### config.mk
export PLATFORM = sky130hd
export DESIGN_NAME = mem_access_ctrl_flat
export DESIGN_NICKNAME = d
export VERILOG_FILES = /design/src/rtl/mem_access_ctrl_if.sv /design/src/rtl/mem_access_ctrl.sv /design/src/flat_wrapper.sv
export SDC_FILE = /design/constraint.sdc
export NUM_CORES = 1
export LEC_CHECK = 0
export BUFFER_PORTS_ARGS = -buffer_cell sky130_fd_sc_hd__buf_2
export CORE_UTILIZATION = 45
export CTS_CLUSTER_DIAMETER = 100
export DETAILED_ROUTE_END_ITERATION = 6
export PLACE_DENSITY_LB_ADDON = 0.2
export SYNTH_ARGS = -nofsm -noshare
export SYNTH_HDL_FRONTEND = slang
export SYNTH_SLANG_ARGS = --single-unit
### constraint.sdc
create_clock -name clk -period 2.5 [get_ports clk]
set_clock_uncertainty 0.1 [all_clocks]
set_input_delay 0.25 -clock clk [delete_from_list [all_inputs] [get_ports clk]]
set_output_delay 0.25 -clock clk [all_outputs]
set_load 0.005 [all_outputs]
### src/rtl/mem_access_ctrl_if.sv
// Request/response handshake between the MEM pipeline stage and the
// data_mem access controller.
interface mem_access_ctrl_if;
  logic        req_valid;
  logic        req_write;
  logic [2:0]  req_funct3;
  logic [31:0] req_addr;
  logic [31:0] req_wdata;
  logic        req_ready;
  logic        stall;
  logic        rsp_valid;
  logic [31:0] rsp_rdata;
  logic        rsp_fault;

  modport master (
    output req_valid, req_write, req_funct3, req_addr, req_wdata,
    input  req_ready, stall, rsp_valid, rsp_rdata, rsp_fault
  );

  modport slave (
    input  req_valid, req_write, req_funct3, req_addr, req_wdata,
    output req_ready, stall, rsp_valid, rsp_rdata, rsp_fault
  );
endinterface

### src/rtl/mem_access_ctrl.sv
// Requester side of the MEM-stage data_mem port: one load/store in flight,
// funct3/alignment/range checking, data_mem strobe generation, load extension.
module mem_access_ctrl #(
  parameter int ADDR_W = 8,
  parameter int RD_LAT = 1
) (
  input  logic              clk,
  input  logic              rst,
  mem_access_ctrl_if.slave  bus,
  output logic [ADDR_W-1:0] addr,
  output logic [31:0]       in,
  output logic [2:0]        MemLen,
  output logic              MemRead,
  output logic              MemWrite,
  input  logic [31:0]       out
);

  localparam int CNT_W = (RD_LAT > 1) ? $clog2(RD_LAT) : 1;

  typedef enum logic [1:0] {IDLE, ACCESS, RESP} state_t;

  state_t           state, state_nxt;
  logic             write_p1;
  logic [CNT_W-1:0] cnt_p1;
  logic [31:0]      rdata_p2;
  logic             fault_p2;
  logic             acc_fault;
  logic             accept;
  logic             rd_last;

  // Any reason the op must not reach memory: bad funct3, misalignment, or
  // an address beyond the data_mem window.
  function automatic logic req_fault(input logic wr, input logic [2:0] f3,
                                     input logic [31:0] a);
    logic bad;
    bad = 1'b0;
    case (f3)
      3'd0:    bad = 1'b0;
      3'd1:    bad = a[0];
      3'd2:    bad = a[1] | a[0];
      3'd4:    bad = wr;
      3'd5:    bad = wr | a[0];
      default: bad = 1'b1;
    endcase
    if ((a >> ADDR_W) != 32'd0) bad = 1'b1;
    return bad;
  endfunction

  // Store data with the bytes outside the access width zeroed.
  function automatic logic [31:0] mask_store(input logic [2:0] f3,
                                             input logic [31:0] wdata);
    logic [31:0] m;
    case (f3)
      3'd0:    m = {24'd0, wdata[7:0]};
      3'd1:    m = {16'd0, wdata[15:0]};
      default: m = wdata;
    endcase
    return m;
  endfunction

  // Sign- or zero-extension of the raw right-justified read data.
  function automatic logic [31:0] extend_load(input logic [2:0] f3,
                                              input logic [31:0] raw);
    logic signed [7:0]  b;
    logic signed [15:0] h;
    logic signed [31:0] ext;
    b = raw[7:0];
    h = raw[15:0];
    case (f3)
      3'd0:    ext = b;
      3'd1:    ext = h;
      3'd4:    ext = {24'd0, raw[7:0]};
      3'd5:    ext = {16'd0, raw[15:0]};
      default: ext = raw;
    endcase
    return ext;
  endfunction

  assign acc_fault = req_fault(bus.req_write, bus.req_funct3, bus.req_addr);
  assign accept    = (state == IDLE) && bus.req_valid;
  assign rd_last   = (cnt_p1 == CNT_W'(RD_LAT - 1));

  // State register.
  always_ff @(posedge clk) begin
    if (rst) state <= IDLE;
    else     state <= state_nxt;
  end

  // Next state, handshake and data_mem strobes; strobes only ever in ACCESS.
  always_comb begin
    state_nxt     = state;
    bus.req_ready = 1'b0;
    bus.stall     = 1'b0;
    bus.rsp_valid = 1'b0;
    MemRead       = 1'b0;
    MemWrite      = 1'b0;
    case (state)
      IDLE: begin
        bus.req_ready = 1'b1;
        bus.stall     = bus.req_valid;
        if (bus.req_valid) state_nxt = acc_fault ? RESP : ACCESS;
      end
      ACCESS: begin
        bus.stall = 1'b1;
        if (write_p1) begin
          MemWrite  = 1'b1;
          state_nxt = RESP;
        end else begin
          MemRead = 1'b1;
          if (rd_last) state_nxt = RESP;
        end
      end
      RESP: begin
        bus.rsp_valid = 1'b1;
        state_nxt     = IDLE;
      end
      default: state_nxt = IDLE;
    endcase
  end

  // Stage p1: request latched at accept and held through ACCESS.
  // Stage p2: response data captured on the last read edge.
  always_ff @(posedge clk) begin
    if (rst) begin
      addr     <= '0;
      in       <= '0;
      MemLen   <= '0;
      write_p1 <= 1'b0;
      cnt_p1   <= '0;
      rdata_p2 <= '0;
      fault_p2 <= 1'b0;
    end else if (accept) begin
      addr     <= bus.req_addr[ADDR_W-1:0];
      in       <= bus.req_write ? mask_store(bus.req_funct3, bus.req_wdata) : 32'd0;
      MemLen   <= bus.req_funct3;
      write_p1 <= bus.req_write;
      cnt_p1   <= '0;
      rdata_p2 <= '0;
      fault_p2 <= acc_fault;
    end else if ((state == ACCESS) && !write_p1) begin
      cnt_p1 <= cnt_p1 + CNT_W'(1);
      if (rd_last) rdata_p2 <= extend_load(MemLen, out);
    end
  end

  assign bus.rsp_rdata = rdata_p2;
  assign bus.rsp_fault = fault_p2;

endmodule

### src/flat_wrapper.sv
// flat-port wrapper written by rule: the top's interface ports become plain ports
module mem_access_ctrl_flat 
#(
  parameter int ADDR_W = 8,
  parameter int RD_LAT = 1
)
  (clk, rst, addr, in, MemLen, MemRead, MemWrite, out, bus_req_valid, bus_req_write, bus_req_funct3, bus_req_addr, bus_req_wdata, bus_req_ready, bus_stall, bus_rsp_valid, bus_rsp_rdata, bus_rsp_fault);
  mem_access_ctrl_if bus_i ();
  input  logic clk;
  input  logic rst;
  output logic [ADDR_W-1:0] addr;
  output logic [31:0] in;
  output logic [2:0] MemLen;
  output logic MemRead;
  output logic MemWrite;
  input  logic [31:0] out;
  input wire logic [$bits(bus_i.req_valid)-1:0] bus_req_valid;
  input wire logic [$bits(bus_i.req_write)-1:0] bus_req_write;
  input wire logic [$bits(bus_i.req_funct3)-1:0] bus_req_funct3;
  input wire logic [$bits(bus_i.req_addr)-1:0] bus_req_addr;
  input wire logic [$bits(bus_i.req_wdata)-1:0] bus_req_wdata;
  output wire logic [$bits(bus_i.req_ready)-1:0] bus_req_ready;
  output wire logic [$bits(bus_i.stall)-1:0] bus_stall;
  output wire logic [$bits(bus_i.rsp_valid)-1:0] bus_rsp_valid;
  output wire logic [$bits(bus_i.rsp_rdata)-1:0] bus_rsp_rdata;
  output wire logic [$bits(bus_i.rsp_fault)-1:0] bus_rsp_fault;
  assign bus_i.req_valid = bus_req_valid;
  assign bus_i.req_write = bus_req_write;
  assign bus_i.req_funct3 = bus_req_funct3;
  assign bus_i.req_addr = bus_req_addr;
  assign bus_i.req_wdata = bus_req_wdata;
  assign bus_req_ready = bus_i.req_ready;
  assign bus_stall = bus_i.stall;
  assign bus_rsp_valid = bus_i.rsp_valid;
  assign bus_rsp_rdata = bus_i.rsp_rdata;
  assign bus_rsp_fault = bus_i.rsp_fault;
  mem_access_ctrl #(.ADDR_W(ADDR_W), .RD_LAT(RD_LAT)) u_core (.clk(clk), .rst(rst), .bus(bus_i), .addr(addr), .in(in), .MemLen(MemLen), .MemRead(MemRead), .MemWrite(MemWrite), .out(out));
endmodule
# Word-level counts from Yosys, hierarchy flattened
# Cells that the tools add are included.
# W data, S select, Z words.
[classes]
bitwise = 3
n_addsub = 1
n_mux = 17
reduce_logical = 10
n_eq_ne = 11
[ops]
columns = ["op", "count"]
rows = [
  ["$pmux W32 S4", 1],
  ["$pmux W32 S2", 1],
  ["$mux W32", 1],
  ["$reduce_bool A32 Y1", 1],
  ["$eq A3 B3 Y1 const B", 4],
  ["$mux W2", 4],
  ["$mux W1", 7],
  ["$eq A3 B1 Y1 const B", 2],
  ["$logic_not A3 Y1", 2],
  ["$pmux W1 S5", 1],
  ["$pmux W2 S2", 1],
  ["$reduce_and A2 Y1", 2],
  ["$eq A3 B2 Y1 const B", 1],
  ["$ne A3 B2 Y1 const B", 1],
  ["$eq A2 B1 Y1 const B", 1],
  ["$eq A2 B2 Y1 const B", 1],
  ["$logic_and A1 B1 Y1", 2],
  ["$logic_not A2 Y1", 1],
  ["$ne A2 B2 Y1 const B", 1],
  ["$or A1 B1 Y1", 2],
  ["$pmux W1 S2", 1],
  ["$reduce_or A2 Y1", 1],
  ["$add A1 B1 Y1 const B", 1],
  ["$logic_not A1 Y1", 1],
  ["$not A1 Y1", 1],
]
[word_totals]
register_bits = 80
inputBits = 103
elab_cells = 50
out_inout_bits = 81

# Logic depth before layout (Yosys ltp)
[depth]
word_depth = 6
mapped_depth = 6
ltp_nobuf = 5

# Worst setup path after synthesis
# Ideal clock, no wire load.
[synth_path]
kind = "register to register"
startpoint = "register u_core.state[0]"
endpoint = "register u_core.rdata_p2[10] (netlist: u_core.bus.rsp_rdata[10])"
path_stages_with_launch = 7
synth_period_minus_slack_ps = 1554
setup_time_ps = 120
t_arrival_ps = 1335
t_required_ps = 2280
slack_ps = 946
n_path_buf = 1
path_cell_list = "dfxtp_1 or3b_4 inv_2 nand2b_4 buf_6 nor2_8 a21oi_1"
[synth_between]
elab_chain_len = 3
elab_cells_between_ends = 6
classes_between = "eq/ne (1); reduce/logical (5)"
[synth_lines]
columns = ["element", "line", "source"]
rows = [
  ["start, declared", "mem_access_ctrl.sv:22", "state_t state, state_nxt;"],
  ["start signal, assigned", "mem_access_ctrl.sv:86", "else state <= state_nxt;"],
  ["$eq A2 B1 Y1 or $logic_not A2 Y1 (tied branches)", "mem_access_ctrl.sv:140, mem_access_ctrl.sv:80", ""],
  ["$logic_and A1 B1 Y1, on equally long branches", "mem_access_ctrl.sv:140, mem_access_ctrl.sv:80", ""],
  ["$reduce_and A2 Y1 (no source line) or $reduce_or A2 Y1 (tied branches)", "-", ""],
  ["end signal, assigned", "mem_access_ctrl.sv:142", "if (rd_last) rdata_p2 <= extend_load(MemLen, out);"],
  ["end, declared", "mem_access_ctrl.sv:25", "logic [31:0] rdata_p2;"],
]
# Parallel ways exist; a longest one is shown, timed or not.
# A chain may end at the register's enable or synchronous reset.

# Final worst setup path
[layout_path]
startpoint = "register u_core.state[1]"
endpoint = "register u_core.in[31]"
[layout_between]
elab_chain_len = 2
[layout_lines]
columns = ["element", "line", "source"]
rows = [
  ["$logic_not A2 Y1", "mem_access_ctrl.sv:80", "assign accept = (state == IDLE) && bus.req_valid;"],
  ["$logic_and A1 B1 Y1", "mem_access_ctrl.sv:80", ""],
  ["end signal, assigned", "mem_access_ctrl.sv:134", "in <= bus.req_write ? mask_store(bus.req_funct3, bus.req_wdata) : 32'd0;"],
  ["end, declared", "mem_access_ctrl.sv:11", "output logic [31:0] in,"],
]
# No other way between the ends.

==> flow_summary.yaml <==
route:
  met2_length_mm: 3.92
  routed_wl_mm: 7.81
  drc: 0
  vias_per_cell: 5.07
  firstDrtPassIters: 4
  drt_iter0_drc: 72
  ant_nets: 0
  wl_met1_mm: 3.25
  vias: 2892
  highest_layer: "met4"
  wl_met3_um: 513
  post_drt_wl_per_cell_um: 13.7
clock_tree:
  cts-resized-gates: 0
  cts_buffer_depth: 2
  numCtsBuffers: 9
  clockRootBuffer: "clkbuf_8"
  h-tree-depth: 3
  insertion_delay_ns: 0.33
  clk_pin_slew_ns: 0.09
  cts-hold-fix-buffers: 1
  postCtsSetupRepairBufs: 0
  cts_tree: "built"
  cts_sinks: 80
yosys:
  ys_seq_elements: 80
  syn_area_per_cell_um2: 9.44
  syn-num-nets: 411
  synthFlopType: "dfxtp_1"
  synth_edf_count: 0
  async_reset_ff_frac: 0
  synthTopCellsByArea: "dfxtp_1, a22o_1, nand2_1"
  synthDistinctLibCells: 34
  yosysWarnings: 0
  synth_cells: 308
  synth.yosys.seq_area_share: 0.551
  yosys.area.top_type: "dfxtp_1"
  synth_top_area_share: 0.551
  syn_area_mm2: 0.00291
run_status:
  status: "complete, no violations"
power:
  total_power_mw: 2.62
  clockPowerShare: 0.401
  ir_worst_vdd_mv: 0.406
  internal_power_mw: 2.02
  combPwrFrac: 0.091
  netSwitchingPower_uw: 600
  pwr-share-seq: 0.508
  switching_share: 0.229
  power.density_mw_per_mm2: 635
  p_leak_nw: 2.04
global_route:
  antenna_found_initial: 0
  grt_pass1_wl_mm: 11.7
  grt_usage: 0.229
  grt_max_degree: 58
  grt_overflow: 0
  first_global_vias: 2565
setup_path:
  cp_max_fo: 16
  cp-start-kind: "flip-flop"
  worst-endpoint-required_ns: 2.67
  crit_type: "reg2reg"
  worstPathArrival_ns: 2.19
  crit_path_end_kind: "flip-flop"
cells_and_area:
  fin_area_mm2: 0.00413
  area_delta_synth_final_pct: 42.1
  num-nets-final: 593
  final_layout_size_suffix_gt1_frac: 0.436
  antenna_cells: 0
timing:
  tightest_slew_ns: 0.737
  hold_viol_final: 0
  rsz0062_at_grt: "false"
  slew_violations: 0
  period_share: 0.806
  fmax_mhz: 496
  setup_viol: 0
  min_period_ns: 2.01
  tns_ns: 0
  relSlewSlack: 0.508
floorplan:
  initial_core_util: 0.480
  die-height_um: 82.4
  core_area_mm2: 0.00606
  fp.dieW_um: 82.4
  fp-row-count: 28
  die-area_mm2: 0.00678
  ios: 184
job:
  max-cap-violations: 0
place:
  dp_hpwl_mm: 5.75
  place.port_buffers: 183
  gp_congestion: 0.769
  place_area_mm2: 0.00385
worst_hold_path:
  hold_path_class: "in2reg"
-- cells in the final DEF, fill, tap and decap left out, types with 2 or more instances in the layout --
| cell type | instances |
|---|---|
| o21a_1 | 2 |
| o21ai_0 | 24 |
| nor3b_2 | 2 |
| a21oi_1 | 44 |
| a21o_1 | 2 |
| nor2_8 | 2 |
| bufinv_16 | 2 |
| a22o_1 | 32 |
| dlygate4sd3_1 | 5 |
| a211oi_1 | 2 |
| clkbuf_8 | 10 |
| buf_4 | 4 |
| nor3_1 | 2 |
| mux2i_1 | 2 |
| nor2_1 | 5 |
| nand2_1 | 64 |
| or2_2 | 2 |
| clkinv_4 | 2 |
| buf_2 | 183 |
| clkinvlp_4 | 2 |
| nor4_1 | 6 |
| dfxtp_1 | 80 |
-- critical path, cell delays in order (launching register included) --
cell and delay [ns]:
dfxtp_1 0.38, nor2_1 0.21, and4b_1 0.49, o21a_1 0.56, a22o_1 0.22
-- sequential cells by signal, indices dropped and copies added, names as in the netlist --
| signal | count |
|---|---|
| u_core.bus.rsp_rdata | 32 |
| u_core.in | 32 |
| u_core.addr | 8 |
| u_core.MemLen | 3 |
| u_core.state | 2 |
| u_core.bus.rsp_fault | 1 |
| u_core.cnt_p1 | 1 |
| u_core.write_p1 | 1 |
-- layer usage --
layer	up-vias	global-route usage
met5	-	0
met4	0	0.100
met3	12	0.0527
met2	113	0.393
met1	1311	0.274
li1	1456	-
-- synth_stat cells, types with 2 or more instances --
library cell / instances
dfxtp_1: 80
nand2_1: 64
a21oi_1: 44
a22o_1: 32
o21ai_0: 24
clkbuf_1: 12
buf_2: 6
nor2_1: 6
nor4_1: 6
a211oi_1: 2
a21o_1: 2
buf_6: 2
mux2i_1: 2
nor2_8: 2
nor3_1: 2
nor3b_2: 2
o21a_1: 2
or2_2: 2
-- worst paths after layout --
path	from	to	slack (ns)	depth (start not counted)
max	u_core.state[1]	u_core.in[31]	0.49	4
min	bus_req_wdata[27]	u_core.in[27]	0.02	2
max reg2reg	u_core.state[1]	u_core.in[31]	0.49	4
min reg2reg	u_core.bus.rsp_rdata[5]	u_core.bus.rsp_rdata[5]	0.35	2
-- cell families after synthesis --
| group | share of synthesized area |
|---|---|
| flops | 0.551 |
| mux | 0.00689 |
| buf+inv | 0.0375 |
| compound gates | 0.241 |
| simple gates | 0.164 |
-- power by group through the flow --
stage	Clock (mW)	Combinational (mW)	Sequential (mW)
finish	1.05	0.238	1.33
global route	1.14	0.261	1.34
CTS	1.07	0.234	1.33
detailed placement	0	0.232	1.36
global placement	0	0.229	1.36
floorplan	0	0.0971	1.36
-- area by class of cell --
type                       instances  area, µm²
clock buffer                      10        138
multi-input combinational        206       1200
clock inverter                     6       92.6
timing repair buffer             192        996
sequential                        80       1600
tap                               75       93.8
fill                             520       1930
inverter                           1       3.75
-- through the flow --
step | setup slack (ns) | utilization | std cells | hold slack, ns
floorplan | 0.946 | - | 308 | 0.246
global placement | 0.640 | 0.635 | 549 | 0.339
detailed placement | 0.546 | 0.635 | 549 | 0.345
CTS | 0.520 | 0.675 | 566 | 0.000573
global route | 0.344 | 0.681 | 570 | 0.00108
finish | 0.486 | 0.681 | 570 | 0.0184
(Power assumes the default switching activity.)
